[src/rtl/step_motor_arbiter.sv]
// Purpose : round-robin arbiter handing one stepper motor to one of two requesters per move.
// Latency : grant one clock after req seen in IDLE; grant-to-grant >= steps + SETTLE_CYCLES + 3.
// Backpressure: requests are level-held; a loser simply waits, changes after grant are ignored.
// Ports   : clk, reset (async, active-high); req/req_dir/req_steps0/req_steps1 request side;
//           step_tick from driver; motor_en/motor_dir/motor_steps to driver;
//           grant/busy/done/fault status.
// Option  : define STEP_TIMEOUT_EN to build the RUN-state step watchdog (TIMEOUT_CYCLES).
module step_motor_arbiter #(
    parameter int unsigned SETTLE_CYCLES  = 16,
    parameter int unsigned TIMEOUT_CYCLES = 1048576
) (
    input  logic        clk,
    input  logic        reset,
    input  logic [1:0]  req,
    input  logic [1:0]  req_dir,
    input  logic [13:0] req_steps0,
    input  logic [13:0] req_steps1,
    input  logic        step_tick,
    output logic        motor_en,
    output logic        motor_dir,
    output logic [13:0] motor_steps,
    output logic [1:0]  grant,
    output logic        busy,
    output logic [1:0]  done,
    output logic        fault
);

    localparam int unsigned SW = $clog2(SETTLE_CYCLES + 1);
    localparam logic [SW-1:0] SETTLE_LAST = SW'(SETTLE_CYCLES - 1);

    typedef enum logic [1:0] {S_IDLE, S_RUN, S_SETTLE, S_DONE} state_t;

    state_t        state_q, state_d;
    logic [1:0]    grant_q, grant_d;
    logic          last_q, last_d;      // 1 = requester 1 was served last
    logic          dir_q, dir_d;
    logic [13:0]   steps_q, steps_d;
    logic [13:0]   cnt_q, cnt_d;
    logic [SW-1:0] set_q, set_d;
    logic          timeout_hit;

    // Winner is requester 1 when it asks alone, or when both ask and 0 went last.
    logic          pick1;
    logic [13:0]   win_steps;
    assign pick1     = req[1] & (~req[0] | ~last_q);
    assign win_steps = pick1 ? req_steps1 : req_steps0;

`ifdef STEP_TIMEOUT_EN
    localparam int unsigned WW = $clog2(TIMEOUT_CYCLES + 1);
    localparam logic [WW-1:0] WD_LAST = WW'(TIMEOUT_CYCLES - 1);
    logic [WW-1:0] wd_q, wd_d;
`else
    // Parameter kept so both builds share one instantiation interface.
    localparam int unsigned unused_timeout_cycles = TIMEOUT_CYCLES;
`endif

    // State register
    always_ff @(posedge clk or posedge reset) begin
        if (reset) begin
            state_q <= S_IDLE;
            grant_q <= 2'b00;
            last_q  <= 1'b1;
            dir_q   <= 1'b0;
            steps_q <= 14'd0;
            cnt_q   <= 14'd0;
            set_q   <= '0;
`ifdef STEP_TIMEOUT_EN
            wd_q    <= '0;
`endif
        end else begin
            state_q <= state_d;
            grant_q <= grant_d;
            last_q  <= last_d;
            dir_q   <= dir_d;
            steps_q <= steps_d;
            cnt_q   <= cnt_d;
            set_q   <= set_d;
`ifdef STEP_TIMEOUT_EN
            wd_q    <= wd_d;
`endif
        end
    end

    // Next-state logic
    always_comb begin
        state_d     = state_q;
        grant_d     = grant_q;
        last_d      = last_q;
        dir_d       = dir_q;
        steps_d     = steps_q;
        cnt_d       = cnt_q;
        set_d       = set_q;
        timeout_hit = 1'b0;
`ifdef STEP_TIMEOUT_EN
        wd_d        = wd_q;
`endif
        case (state_q)
            S_IDLE: begin
                if (|req) begin
                    grant_d = pick1 ? 2'b10 : 2'b01;
                    last_d  = pick1;
                    dir_d   = req_dir[pick1];
                    steps_d = win_steps;
                    cnt_d   = 14'd0;
                    set_d   = '0;
`ifdef STEP_TIMEOUT_EN
                    wd_d    = '0;
`endif
                    // A zero-length move never enables the driver.
                    state_d = (win_steps == 14'd0) ? S_SETTLE : S_RUN;
                end
            end
            S_RUN: begin
                // Compare on the registered count: the final tick is seen one clock
                // before leaving RUN, and later ticks are not counted.
                if (cnt_q == steps_q) begin
                    state_d = S_SETTLE;
                    set_d   = '0;
                end else if (step_tick) begin
                    cnt_d = cnt_q + 14'd1;
`ifdef STEP_TIMEOUT_EN
                    wd_d  = '0;
`endif
                end else begin
`ifdef STEP_TIMEOUT_EN
                    if (wd_q == WD_LAST) begin
                        timeout_hit = 1'b1;
                        state_d     = S_SETTLE;
                        set_d       = '0;
                    end else begin
                        wd_d = wd_q + WW'(1);
                    end
`endif
                end
            end
            S_SETTLE: begin
                if (set_q == SETTLE_LAST) begin
                    state_d = S_DONE;
                end else begin
                    set_d = set_q + SW'(1);
                end
            end
            S_DONE: begin
                grant_d = 2'b00;
                state_d = S_IDLE;
            end
            default: state_d = S_IDLE;
        endcase
    end

    // Outputs
    always_comb begin
        motor_en    = (state_q == S_RUN);
        motor_dir   = dir_q;
        motor_steps = steps_q;
        grant       = grant_q;
        busy        = (state_q != S_IDLE);
        done        = (state_q == S_DONE) ? grant_q : 2'b00;
        fault       = timeout_hit;
    end

endmodule

[config.mk]
export PLATFORM = sky130hd
export DESIGN_NAME = step_motor_arbiter
export DESIGN_NICKNAME = d
export VERILOG_FILES = /design/src/rtl/step_motor_arbiter.sv
export SDC_FILE = /design/constraint.sdc
export NUM_CORES = 1
export LEC_CHECK = 0
export ABC_AREA = 0
export CAP_MARGIN = 10
export CORE_MARGIN = 2
export CORE_UTILIZATION = 50
export DETAILED_ROUTE_END_ITERATION = 6
export HOLD_SLACK_MARGIN = 0.02
export PLACE_DENSITY_LB_ADDON = 0.25
export SETUP_SLACK_MARGIN = 0.1
export SLEW_MARGIN = 20
export SYNTH_ARGS = -nofsm -noshare
export SYNTH_HDL_FRONTEND = slang
export SYNTH_SLANG_ARGS = --single-unit
export TNS_END_PERCENT = 50
[constraint.sdc]
create_clock -name clk -period 2.5 [get_ports clk]
set_clock_uncertainty 0.05 [all_clocks]
set_input_delay 0.375 -clock clk [delete_from_list [all_inputs] [get_ports clk]]
set_output_delay 0.375 -clock clk [all_outputs]
set_load 0.03 [all_outputs]
* After elaboration in Yosys (flattened, before gate mapping)
Index checks and enable logic that the tools add are counted.
** Word-level totals
- Flip-flop bits (word level) :: 39
- Bits in latches :: 0
- RAM bits :: 0
- Bits in read-only memories :: 0
- Output and inout port bits :: 22
- Logic and storage cells :: 57
- Memories :: 0
** Cells by class
- Add/sub/neg operators :: 2
- $mul :: 0
- Div/mod/pow operators :: 0
- Magnitude comparators :: 1
- Equality and inequality tests :: 11
- Shift-type cells :: 0
- Multiplexer cells :: 20
- Bitwise operators :: 4
- Reduce and logical (&&, ||, !) cells :: 12
** Operators by type and width (count)
- $mux 14 :: 4
- $pmux 14 s2 :: 1
- $mux 5 :: 3
- $pmux 5 s3 :: 1
- $add 14x1->14 const B :: 1
- $eq 14x14->1 :: 1
- $logic_not 14->1 :: 1
- $mux 2 :: 7
- $ne 2x2->1 const B :: 5
- $pmux 2 s4 :: 1
- $reduce_and 4->1 :: 2
- $reduce_bool 2->1 :: 3
- $add 5x1->5 const B :: 1
- $eq 5x4->1 const B :: 1
- $eq 2x2->1 const B :: 2
- $pmux 2 s2 :: 1
- $reduce_and 2->1 :: 2
- $reduce_and 3->1 :: 1
- $reduce_bool 3->1 :: 1
- $eq 2x1->1 const B :: 1
- $logic_not 2->1 :: 1
- $lt 1x2->1 const B :: 1
- $mux 1 :: 2
- $ne 2x1->1 const B :: 1
- 4 further kinds :: 5

* Logic depth before layout (Yosys ltp)
Gate-level depths: netlist (run 1).
- Depth in word-level cells :: 8
- Depth in mapped cells :: 9

* Least setup slack after synthesis (run 1)
No wires, ideal clock.
- Kind :: register to register
- Start :: register state_q[1]
- End :: register cnt_q[3]
- Library setup time :: 0.065 ns
- Arrival :: 2.042 ns
- Data required time :: 2.385 ns
- Slack :: 0.343 ns
- Cell stages (with the launch flop) :: 9
- Path buffers :: 1
- Period minus slack after synthesis :: 2.157 ns
- Cell sequence :: dfrtp_1 inv_1 ha_1 mux2i_1 or2_2 buf_2 or4_1 a2bb2oi_1 nand2_1
** On the way
- Cells in the longest elaborated chain, start to end :: 3
- Elaborated cells between the ends (all ways) :: 8
- Classes of those cells :: eq/ne: 4; mux: 1; reduce/logical: 3
** RTL lines
- start, declared :: line 33 : state_t state_q, state_d;
- start signal, assigned :: line 71 : state_q <= state_d;
- $eq 2x1->1 (*)
- named net motor_en :: line 19 : output logic motor_en,
- $ne 2x2->1 (no line) or $reduce_bool 2->1 (tied branches)
- $reduce_and 4->1 (no line)
- end signal, assigned :: line 76 : cnt_q <= cnt_d;
- end, declared :: line 38 : logic [13:0] cnt_q, cnt_d;
The timed path passes the listed nets; every way through them passes the cells marked *.
A chain may end at the register's enable or synchronous reset.

* Worst setup path after layout (run 1)
- Start :: register state_q[0]
- End :: output port done[1]
** On the way
- Cells in the longest elaborated chain, start to end :: 2
** RTL lines
- $eq 2x2->1 :: line 158 : done = (state_q == S_DONE) ? grant_q : 2'b00;
- $mux 2 :: line 158
- end, declared :: line 24 : output logic [1:0] done,
Every way passes these cells.

==> run_results.csv, run 1 <==
group,metric,value,unit
run_status,status,"completed",
synth,yosys_warnings,0,
clock_network,cts.sinks,39,
worst_hold_path,min_from,"motor_dir$_DFFE_PP0P_",
worst_hold_path,hold_class,"register to register",
synth,netlist.area_leader.share,0.3889,
sta,setup_tns,0,ns
floorplan,rows,25,
power,p_leak,1.401,nW
clock_network,cts_resized,1,
detailed_routing,drtIter0Drc,212,
worst_setup_path,crit_chain,"ha_1 -> and2_1 -> clkdlybuf4s50_1",
synth,synth.area.mux_share,0.07369,
final_layout,nets,364,
job,drv_cap,0,
placement,routabilityCongestion,0.8784,
floorplan,dieArea,0.005465,mm²
placement,port_buffers,55,
global_route,antenna_found_initial,0,
synth,ys_async_sr_fraction,1.000,
synth,synth-main-ff-cell,"dfrtp_1",
synth,syn_area,0.002445,mm²
worst_setup_path,worstReg2RegEnd,"state_q[1]$_DFFE_PP0P_",
synth,postSynthAreaPerCell,9.226,µm²
synth,synth_edf_count,0,
sta,rsz0062_at_grt,"no",
worst_setup_path,worst-endpoint-arrival,1.73,ns
worst_setup_path,worstPathRequired,2.08,ns
clock_network,cts_tree,"done",
floorplan,initial_core_util,0.5176,
clock_network,clockRootBuffer,"clkbuf_8",
detailed_routing,drtAntennaViolNets,0,
global_route,grt_remaining_overflow,0,
sta,tightest_slew,0.6185,ns
worst_setup_path,cp_slowest_cell,"clkdlybuf4s50_1",
detailed_routing,route.detailed.drc,0,
global_route,grt_pass1_wl,9377,µm
floorplan,die_w,73.93,µm
synth,synth_top_area_cell,"dfrtp_1",
detailed_routing,drtPass1Iterations,4,
sta,hold_viol_final,0,
worst_setup_path,crit_path_start_kind,"register",
final_layout,drive_gt1_frac,0.09598,
synth,synth_top_family_by_area,"simple AND/OR/NAND/NOR gates",
sta,slew_headroom,0.5861,
clock_network,postCtsSetupRepairBufs,0,
clock_network,numCtsBuffers,5,
sta,slew_viol_final,0,
global_route,grt.total_usage,0.2252,
floorplan,die_h,73.93,µm
clock_network,max-clock-path-buffers,2,
clock_network,clkTransAtPathRegs,0.08,ns
final_layout,layout_common_cells,"clkdlybuf4s50_1, dfrtp_1, o21ai_0, nand2_1, mux2i_1",
detailed_routing,wl_per_cell,14.44,µm
power,ir_drop,0.6371,mV
worst_setup_path,critPathMaxStageDelay,0.66,ns
worst_setup_path,worstPathMaxFanout,4,
synth,synth_nets,307,
detailed_routing,vias,2195,
synth,synth_xor_area_frac,0.05015,
placement,place.detailed.hpwl,4496,µm
floorplan,coreArea,0.004723,mm²
clock_network,h-tree-depth,2,
synth,synthSimpleGateAreaFrac,0.2190,
synth,synth.distinct_cells,50,
final_layout,nFillCells,401,
synth,syn_inst,265,
global_route,grt_max_degree,40,
worst_setup_path,ff2ff_path_depth,5,
power,pwr_density_cell,1035,mW/mm²
global_route,grt_pass1_vias,2021,
final_layout,syn_to_final_growth,28.76,%
sta,final.min_clock_period,2.156,ns
worst_hold_path,worstHoldPathCells,2,
worst_setup_path,critPathKind,"register to output pin",
sta,finalSetupViolCount,0,
sta,post-route-period-util,0.8624,
worst_setup_path,reg2reg_slack,0.36,ns
detailed_routing,viasPerCell,5.628,
final_layout,final_common_cell,"clkdlybuf4s50_1",
synth,synthTopCellsByArea,"dfrtp_1, mux2i_1, o21ai_0",
synth,ys_ff_latch,39,
detailed_routing,routed_wl,5632,µm
worst_hold_path,whs_endpoint,"motor_dir$_DFFE_PP0P_",
sta,hold_ws,0.4436,ns
worst_setup_path,crit_path_end_kind,"output pin",
worst_setup_path,r2r_start,"cnt_q[2]$_DFFE_PP0P_",
floorplan,pin_count,57,
clock_network,clk_latency,0.29,ns
synth,ys_seq_area_frac,0.3997,
sta,fmax,0.4638,GHz
synth,synthAdderAreaFrac,0.03582,
synth,synth_compound_area_frac,0.1730,
final_layout,antennaDiodeCount,0,
clock_network,cts_hold_buffers,0,
## kinds of logic (layout without fill, tap and decap cells)
| family | Yosys count | in the layout |
|---|---|---|
| compound gates | 66 | 66 |
| xor+xnor | 14 | 14 |
| flops | 39 | 39 |
| simple gates | 99 | 99 |
| buf+inv | 21 | 79 |
| other cells | 1 | 1 |
| fa+ha+maj | 7 | 7 |
| mux | 18 | 18 |
## state kept, by name (all words and copies together), names as in the netlist
name         count
cnt_q           14
grant            2
last_q           1
motor_dir        1
motor_steps     14
set_q            5
state_q          2
## critical path: cells and delay by family (launching register included)
kind	cells	cell delay (ns)
buffers and inverters	1	0.66
flip-flops	1	0.41
adder cells (fa/ha/maj)	1	0.23
AND/OR/NAND/NOR	1	0.14
## stage by stage
stage / instance area, µm² / utilization / total power, W / std cells / setup slack, ns
2_1_floorplan: 2445 / - / 0.002233 / 265 / 0.3430
3_3_place_gp: 3065 / 0.6490 / 0.002836 / 382 / 0.2879
3_5_place_dp: 3065 / 0.6490 / 0.002872 / 382 / 0.2593
4_1_cts: 3148 / 0.6665 / 0.003282 / 390 / 0.3344
5_1_grt: 3148 / 0.6665 / 0.003500 / 390 / 0.1698
6_report: 3148 / 0.6665 / 0.003257 / 390 / 0.3440
## cells in the mapped netlist, types with 4 or more instances
cell type  count
mux2i_1       18
o21ai_0       29
nand3_1        8
xor2_1        14
nand2_1       27
nand4_1       11
dfrtp_1       38
nor2_1        15
buf_2          5
clkbuf_1       4
ha_1           7
inv_1          7
or3_1          9
a21oi_1       12
nor4_1         7
a22o_1         4
## layout make-up
cell class | instances | area [µm²] | share of cell area
multi-input combinational | 205 | 1360 | 0.4320
sequential | 39 | 977.2 | 0.3104
clock buffer | 5 | 68.82 | 0.02186
timing repair buffer | 64 | 616.8 | 0.1959
tap | 67 | 83.83 | 0.02663
clock inverter | 3 | 15.01 | 0.004769
inverter | 7 | 26.28 | 0.008347
## how the worst max path moves through the flow
stage	startpoint	to	slack [ns]	cells after the start
after floorplan	state_q[1]$_DFFE_PP0P_	cnt_q[3]$_DFFE_PP0P_	0.34	8
after global placement	req[1]	cnt_q[3]$_DFFE_PP0P_	0.29	6
after detailed placement	req[1]	cnt_q[3]$_DFFE_PP0P_	0.26	6
after CTS	state_q[0]$_DFFE_PP0P_	done[1]	0.33	3
after global routing	cnt_q[2]$_DFFE_PP0P_	state_q[1]$_DFFE_PP0P_	0.17	5
final	state_q[0]$_DFFE_PP0P_	done[1]	0.34	3
## where the power goes
| part | leakage (nW) | switching [W] | internal (W) |
|---|---|---|---|
| clock network | 0.0477 | 0.000219 | 0.000191 |
| logic | 0.844 | 0.00103 | 0.000745 |
| registers | 0.509 | 0.000233 | 0.000839 |
## metal layers
| metal | up-vias | share of wire | track usage |
|---|---|---|---|
| met5 | - | 0 | 0 |
| met2 | 75 | 0.45 | 0.3462 |
| met1 | 1021 | 0.45 | 0.3048 |
| li1 | 1089 | - | - |
| met3 | 10 | 0.076 | 0.06447 |
| met4 | 0 | 0.019 | 0.07879 |
Power figures use the tool's default switching activity.
==> inputs of run 2 (changes only) <==
SLEW_MARGIN = 25   (was 20)
==> results of run 2 <==
The final DEF is identical to that of run 1; final timing and power are the same.
